==> config.mk <==
export PLATFORM = sky130hd
export DESIGN_NAME = image_load_sched
export DESIGN_NICKNAME = d
export VERILOG_FILES = /design/src/rtl/image_load_sched.sv
export SDC_FILE = /design/constraint.sdc
export NUM_CORES = 1
export LEC_CHECK = 0
export BUFFER_PORTS_ARGS = -buffer_cell sky130_fd_sc_hd__buf_4
export CAP_MARGIN = 25
export CORE_MARGIN = 3
export CORE_UTILIZATION = 53
export CTS_CLUSTER_DIAMETER = 200
export DETAILED_ROUTE_END_ITERATION = 6
export PLACE_DENSITY = 0.8
export SYNTH_ARGS = -nofsm -noshare
export SYNTH_HDL_FRONTEND = slang
export SYNTH_SLANG_ARGS = --single-unit
==> constraint.sdc <==
create_clock -name clk -period 2 [get_ports clk]
set_input_delay 0.1 -clock clk [delete_from_list [all_inputs] [get_ports clk]]
set_output_delay 0.1 -clock clk [all_outputs]
set_load 0.02 [all_outputs]
==> src/rtl/image_load_sched.sv <==
// image_load_sched: loads a START_BYTE-framed image from the UART into pixel BRAM,
// launches the classifier pipeline and replies with the ASCII class digit.
module image_load_sched #(
   parameter int         NPIX        = 64,
   parameter logic [7:0] START_BYTE  = 8'h01,
   parameter int         TIMEOUT_CYC = 1_000_000,
   parameter logic [7:0] ASCII_BASE  = 8'h30,
   localparam int        AW          = $clog2(NPIX),
   localparam int        IW          = $clog2(TIMEOUT_CYC)
) (
   input  logic          clk,
   input  logic          reset,
   input  logic [7:0]    rx_data,
   input  logic          rx_ready,
   output logic          wr_en,
   output logic [AW-1:0] wr_addr,
   output logic [7:0]    wr_data,
   output logic          pipe_start,
   input  logic          pipe_busy,
   input  logic          pipe_done,
   input  logic [1:0]    result_index,
   output logic          tx_start,
   output logic [7:0]    tx_data,
   input  logic          tx_busy,
   output logic [2:0]    state_id,
   output logic          err_timeout
);
   typedef enum logic [2:0] {
      IDLE    = 3'd0,
      LOAD    = 3'd1,
      KICK    = 3'd2,
      COMPUTE = 3'd3,
      SEND    = 3'd4,
      WAIT_TX = 3'd5
   } state_t;

   state_t        state, nxt;
   logic [AW-1:0] count;
   logic [IW-1:0] idle;
   logic          last_pix, idle_end, go_pipe, go_tx;

   assign last_pix    = count == AW'(NPIX - 1);
   assign idle_end    = idle == IW'(TIMEOUT_CYC - 1);
   assign wr_en       = state == LOAD && rx_ready;
   assign err_timeout = state == LOAD && !rx_ready && idle_end;
   assign go_pipe     = state == KICK && !pipe_busy;
   assign go_tx       = state == SEND && !tx_busy;
   assign wr_addr     = wr_en ? count : '0;
   assign wr_data     = wr_en ? rx_data : '0;
   assign state_id    = state;

   always_comb begin
      nxt = state;
      case (state)
         IDLE:    nxt = (rx_ready && rx_data == START_BYTE) ? LOAD : IDLE;
         LOAD:    nxt = (wr_en && last_pix) ? KICK : err_timeout ? IDLE : LOAD;
         KICK:    nxt = go_pipe ? COMPUTE : KICK;
         COMPUTE: nxt = pipe_done ? SEND : COMPUTE;
         SEND:    nxt = go_tx ? WAIT_TX : SEND;
         // tx_start is high in the first WAIT_TX cycle, so leaving is deferred by at least one cycle
         WAIT_TX: nxt = (!tx_busy && !tx_start) ? IDLE : WAIT_TX;
         default: nxt = IDLE;
      endcase
   end

   always_ff @(posedge clk or negedge reset)
      if (!reset) begin
         state      <= IDLE;
         count      <= '0;
         idle       <= '0;
         pipe_start <= 1'b0;
         tx_start   <= 1'b0;
         tx_data    <= '0;
      end else begin
         state      <= nxt;
         pipe_start <= go_pipe;
         tx_start   <= go_tx;
         idle       <= (state == LOAD && !rx_ready && !idle_end) ? idle + 1'b1 : '0;
         if (wr_en)
            count <= last_pix ? '0 : count + 1'b1;
         else if (err_timeout)
            count <= '0;
         if (state == COMPUTE && pipe_done)
            tx_data <= ASCII_BASE + {6'b0, result_index};
      end
endmodule

==> impl_metrics.csv, run 1 <==
group,metric,value,unit
clock_network,clockRootBuffer,"clkbuf_4",
placement,dp.cells,277,
logic_synthesis,synth_edf_count,0,
logic_synthesis,synth.most_common_cell,"dfrtp_1",
flow_run,maxCapViolations,0,
logic_synthesis,yosys.area.top_type,"dfrtp_1",
power_and_ir_drop,p_sw_share,34.43,%
detailed_routing,wirelength,4.282,mm
placement,port_buffers,40,
setup_path,crit_required,1.90,ns
floorplan,die_area,4234,um^2
setup_path,worstPathMaxFanout,4,
power_and_ir_drop,ir_drop,431.9,uV
clock_network,clock_path_buffers,2,
power_and_ir_drop,seqPwrFrac,45.6,%
clock_network,cts.htree.levels,2,
power_and_ir_drop,p_comb_share,32.4,%
logic_synthesis,synth_area_leaders,"dfrtp_1 (46%), xnor2_1 (5.2%), and2_1 (4.7%)",
sta,drv_slew,0,
detailed_routing,vias,1637,
setup_path,cpPeakStageDelay,0.41,ns
placement,post-place-ws,0.1475,ns
sta,fin_crit_sh,96.52,%
detailed_routing,viasPerCell,5.549,
worst_hold_path,min_path_type,"input pin to flip-flop",
clock_network,cts_made_buffers,5,
grt,grt_overflow,0,
logic_synthesis,yosys_warnings,0,
power_and_ir_drop,power_frac_clock,22.0,%
logic_synthesis,synth-seq-cells,34,
power_and_ir_drop,p_int,1179,uW
clock_network,cts.sinks,34,
placement,gp_congestion,0.8691,
grt,grt_max_degree,35,
setup_path,arrival,1.83,ns
clock_network,clkLatencyLatePin,0.34,ns
floorplan,initial_core_util,58.19,%
layout,drive_gt1_share,27.49,%
floorplan,io_pins,45,
logic_synthesis,synthFlopType,"dfrtp_1",
power_and_ir_drop,p_total,1798,uW
logic_synthesis,yosysUniqueCellTypes,43,
detailed_routing,drc,0,
logic_synthesis,synth.top_cells.by_count,"dfrtp_1 (34), nor2_1 (19), nand2_1 (16)",
setup_path,path_buf_inv,1,
grt,antenna_found_initial,0,
run_status,status,"finished clean",
sta,fin_crit,1.930,ns
layout,antenna_cells,0,
setup_path,worstSetupPathType,"flip-flop to output port",
logic_synthesis,mappedNetlistArea,1849,um^2
power_and_ir_drop,p_switching,619.2,uW
sta,fmax,0.5180,GHz
floorplan,num_rows,20,
power_and_ir_drop,leakage,0.001070,uW
grt,first_global_vias,1629,
sta,fin_setup_tns,0,ns
logic_synthesis,syn_inst,195,
setup_path,start_kind,"flip-flop",
layout,fillers,225,
setup_path,crit_slowest_cell,"dfrtp_1",
sta,finalHoldViolCount,0,
grt,grt_pass1_wl,7.327,mm
layout,instances_no_fill,295,
power_and_ir_drop,p_per_area,759.7,nW/um^2
sta,layout_setup_ws,0.06952,ns
detailed_routing,ant_nets,0,
layout,syn_to_final_growth,28.01,%
floorplan,core-area,3178,um^2
sta,fin_worst_skew,0.01038,ns
detailed_routing,firstDrtPassIters,4,
floorplan,die_w,65.07,um
setup_path,crit_path_cell_trace,"ha_4, and4_4, nand4_1, nor4_4, buf_4",
logic_synthesis,synthArstFlopShare,100.0,%
clock_network,tritoncts,"done",
logic_synthesis,synth_seq_area_share,46.01,%
grt,grt_usage,22.27,%
setup_path,worst_setup_path_end_kind,"output port",
logic_synthesis,synth_top_area_share,46.01,%
placement,dpl.hpwl,2.912,mm
detailed_routing,first_iter_violations,112,
sta,setup-violations-final,0,
floorplan,die_h,65.07,um
clock_network,clkSlewWorstSetupHoldPaths,0.10,ns
setup_path,critical_path.top_delay_family,"simple AND/OR/NAND/NOR gates",
layout,nets,268,
detailed_routing,wire_per_inst,14.52,um
logic_synthesis,synth.avg_cell_area,9.483,um^2
## cell families (layout without fill, tap and decap cells)
kind of cell,Yosys count,after routing,share of synthesized area [%]
adders and majority gates,2,2,1.353
xor gates and xnor gates,15,15,7.104
other,1,4,0.2028
muxes,2,2,1.218
and+or+nand+nor,107,107,33.02
buffers and inverters,13,66,3.721
DFF,34,34,46.01
AOI/OAI and AO/OA,21,21,7.376
## final timing paths
kind                                 start           to  slack [ns]  depth (start not counted)
worst min register to register  tx_data[0]   tx_data[0]        0.52                          1
max in group asynchronous            reset      idle[1]        1.45                          2
worst max register to register     idle[0]     count[5]        0.10                          6
worst min-delay path             pipe_done  state_id[1]        0.06                          4
min in group asynchronous            reset     count[2]        0.24                          2
worst max-delay path               idle[0]  err_timeout        0.07                          5
## metrics by stage
step	utilization, %	hold WS [ns]	area, um^2
finish	74.49	0.05789	2367
global route	74.49	0.07227	2367
CTS	73.94	0.04569	2350
detailed placement	69.37	0.06675	2205
global placement	69.37	0.06460	2205
floorplan	-	-0.1956	1869
## worst register-to-register path: stages, from the launching register on
cell,delay (ns)
dfrtp_1,0.41
ha_4,0.18
and4_4,0.25
nand4_1,0.17
buf_4,0.19
o31a_1,0.31
a211o_1,0.30
## metal layers
metal | wire length, um | GRT usage, %
met1 | 1802 | 26.62
met5 | 0 | 0
met4 | 85 | 9.067
met3 | 295 | 5.373
met2 | 2098 | 38.31
## power groups by stage
stage / Combinational [uW] / Clock [uW] / Sequential, uW
5_1_grt: 656 / 431 / 835
4_1_cts: 574 / 404 / 814
2_1_floorplan: 344 / 0 / 827
3_3_place_gp: 529 / 0 / 824
6_report: 583 / 395 / 821
3_5_place_dp: 547 / 0 / 832
## layout make-up
class | instances | area, um^2 | area share [%]
clock buffer | 7 | 55.05 | 2.326
clock inverter | 1 | 5.005 | 0.2114
inverter | 3 | 11.26 | 0.4757
multi-input combinational | 151 | 964.7 | 40.75
sequential | 34 | 850.8 | 35.94
tap | 44 | 55.05 | 2.326
timing repair buffer | 55 | 425.4 | 17.97
## cell usage in the layout (no fill, tap or decap), types with 2 or more instances in the layout
master	instances
a21oi_1	3
and2_1	14
and3_1	2
and4_1	2
buf_4	50
clkbuf_4	5
conb_1	4
dfrtp_1	34
dlygate4sd3_1	5
inv_1	3
mux2_2	2
nand2_1	16
nand2b_1	5
nand3_1	10
nand4_1	7
nor2_1	19
nor2b_1	3
nor3_1	5
nor3b_1	2
nor4_1	6
nor4b_1	3
o21ai_0	7
or2_2	2
or3_1	4
xnor2_1	11
xor2_1	4
## repair_timing
action	in CTS	in global routing
hold endpoints to repair	38	0
resized for setup	2	1
pin swaps	2	1
cloned	0	0
setup buffers	4	1
hold buffers	5	0
endpoints found under the setup margin	1	1
## registers in the layout (all words and copies together), names as in the netlist
register and flops:
idle 20, count 6, state_id 3, tx_data 3, pipe_start 1, tx_start 1
No activity file was read; power rests on OpenSTA's default activity.
==> inputs of run 2 (changes only) <==
Settings changed: ABC_AREA set to 0, PLACE_DENSITY 0.8 to 0.79.
==> impl_metrics.csv, run 2 (synthesis results as in run 1) <==
group,metric,value,unit
run_status,status,"finished clean",
grt,grt_max_degree,35,
floorplan,die_area,4234,um^2
clock_network,cts_made_buffers,5,
sta,whs,0.07847,ns
grt,grt_overflow,0,
floorplan,die_w,65.07,um
detailed_routing,firstDrtPassIters,4,
clock_network,clkLatencyLatePin,0.33,ns
clock_network,cts.sinks,34,
clock_network,tritoncts,"done",
setup_path,cpPeakStageDelay,0.38,ns
power_and_ir_drop,p_total,1729,uW
power_and_ir_drop,leakage,0.001065,uW
layout,regMostFlops,"idle",
setup_path,worstSetupPathType,"flip-flop to output port",
layout,antenna_cells,0,
sta,fmax,0.5148,GHz
detailed_routing,wire_per_inst,14.08,um
layout,drive_gt1_share,27.09,%
grt,grt_usage,20.84,%
floorplan,core-area,3178,um^2
detailed_routing,first_iter_violations,50,
sta,setup-violations-final,0,
detailed_routing,viasPerCell,5.529,
sta,drv_slew,0,
layout,top_regs,"idle: 20 flops, count: 6 flops",
layout,nets,269,
power_and_ir_drop,p_per_area,735.8,nW/um^2
clock_network,clkSlewWorstSetupHoldPaths,0.09,ns
layout,layout_common_cells,"buf_4 (51), dfrtp_1 (34), nor2_1 (19)",
setup_path,crit_required,1.90,ns
setup_path,critical_path.top_delay_family,"simple AND/OR/NAND/NOR gates",
detailed_routing,wirelength,4.154,mm
detailed_routing,vias,1631,
floorplan,num_rows,20,
power_and_ir_drop,ir_drop,431.0,uV
layout,largest_reg_flops,20,
clock_network,clock_path_buffers,2,
clock_network,cts.htree.levels,2,
floorplan,initial_core_util,58.19,%
sta,grt_setup_unrepaired,"yes",
placement,port_buffers,40,
floorplan,io_pins,45,
sta,fin_worst_skew,0.007253,ns
sta,fin_crit_sh,97.12,%
setup_path,arrival,1.84,ns
floorplan,die_h,65.07,um
layout,syn_to_final_growth,27.06,%
setup_path,start_kind,"flip-flop",
clock_network,clockRootBuffer,"clkbuf_4",
sta,fin_setup_tns,0,ns
placement,dp.cells,277,
setup_path,crit_path_cell_trace,"ha_2, and4_4, nand4_1, nor4_4, buf_4",
grt,first_global_vias,1582,
detailed_routing,drc,0,
setup_path,path_buf_inv,1,
detailed_routing,ant_nets,0,
layout,layout_commonest_cell,"buf_4",
sta,fin_crit,1.942,ns
setup_path,worstPathMaxFanout,4,
setup_path,crit_slowest_cell,"dfrtp_1",
sta,finalHoldViolCount,0,
worst_hold_path,min_path_type,"input pin to flip-flop",
grt,grt_pass1_wl,6.831,mm
setup_path,worst_setup_path_end_kind,"output port",
placement,gp_congestion,0.8428,
flow_run,maxCapViolations,0,
layout,postLayoutCellArea,2350,um^2
placement,placed_cell_area,2205,um^2
grt,antenna_found_initial,0,
layout,instances_no_fill,295,
placement,dpl.hpwl,3.018,mm
-- run 2: per-stage QoR --
| step | util [%] | worst slack (ns) |
|---|---|---|
| after floorplan | - | 0.1699 |
| after global placement | 69.37 | 0.2124 |
| final | 73.94 | 0.05753 |
| after detailed placement | 69.37 | 0.1484 |
| after CTS | 72.83 | 0.004171 |
| after global routing | 73.94 | -0.05134 |
-- run 2: timing repair --
item                       4_1_cts  5_1_grt
pin swaps                        2        4
cloned                           0        0
resized for setup                1        1
hold endpoints to repair        37        1
hold buffers                     4        1
setup buffers                    3        3
setup endpoints to repair        1        2
-- run 2: path summary, 6_finish.rpt --
path | cells past startpoint | slack, ns | start | endpoint
min reg2reg | 1 | 0.51 | tx_data[4] | tx_data[4]
min | 4 | 0.08 | pipe_done | state_id[1]
max | 5 | 0.06 | idle[1] | err_timeout
min in group asynchronous | 2 | 0.25 | reset | count[4]
max in group asynchronous | 2 | 1.44 | reset | pipe_start
max reg2reg | 6 | 0.12 | idle[1] | count[5]
-- run 2: metal layers --
layer	vias up	global-route usage, %	wire (um)
li1	785	-	-
met1	778	23.09	1687
met2	60	38.31	2118
met3	8	5.719	291
met4	0	6.736	57
met5	-	0	0
-- run 2: final cells by class --
type | count | area [um^2]
multi-input cells | 151 | 954.7
flip-flops and latches | 34 | 850.8
fillers | 233 | 828.3
repair buffers | 56 | 432.9
well taps | 44 | 55.05
clock buffers | 7 | 45.04
inverters | 3 | 11.26
-- run 2: power by group --
part / total, uW / internal (uW) / switching, uW
Sequential: 817 / 750 / 67.0
Combinational: 571 / 250 / 321
Clock: 340 / 132 / 208
Total: 1730 / 1130 / 596
-- run 2: worst register-to-register path: stages, from the launching register on --
cell     delay, ns
dfrtp_1       0.38
ha_2          0.22
and4_4        0.24
nand4_1       0.18
buf_4         0.19
o31a_1        0.27
a211o_1       0.30
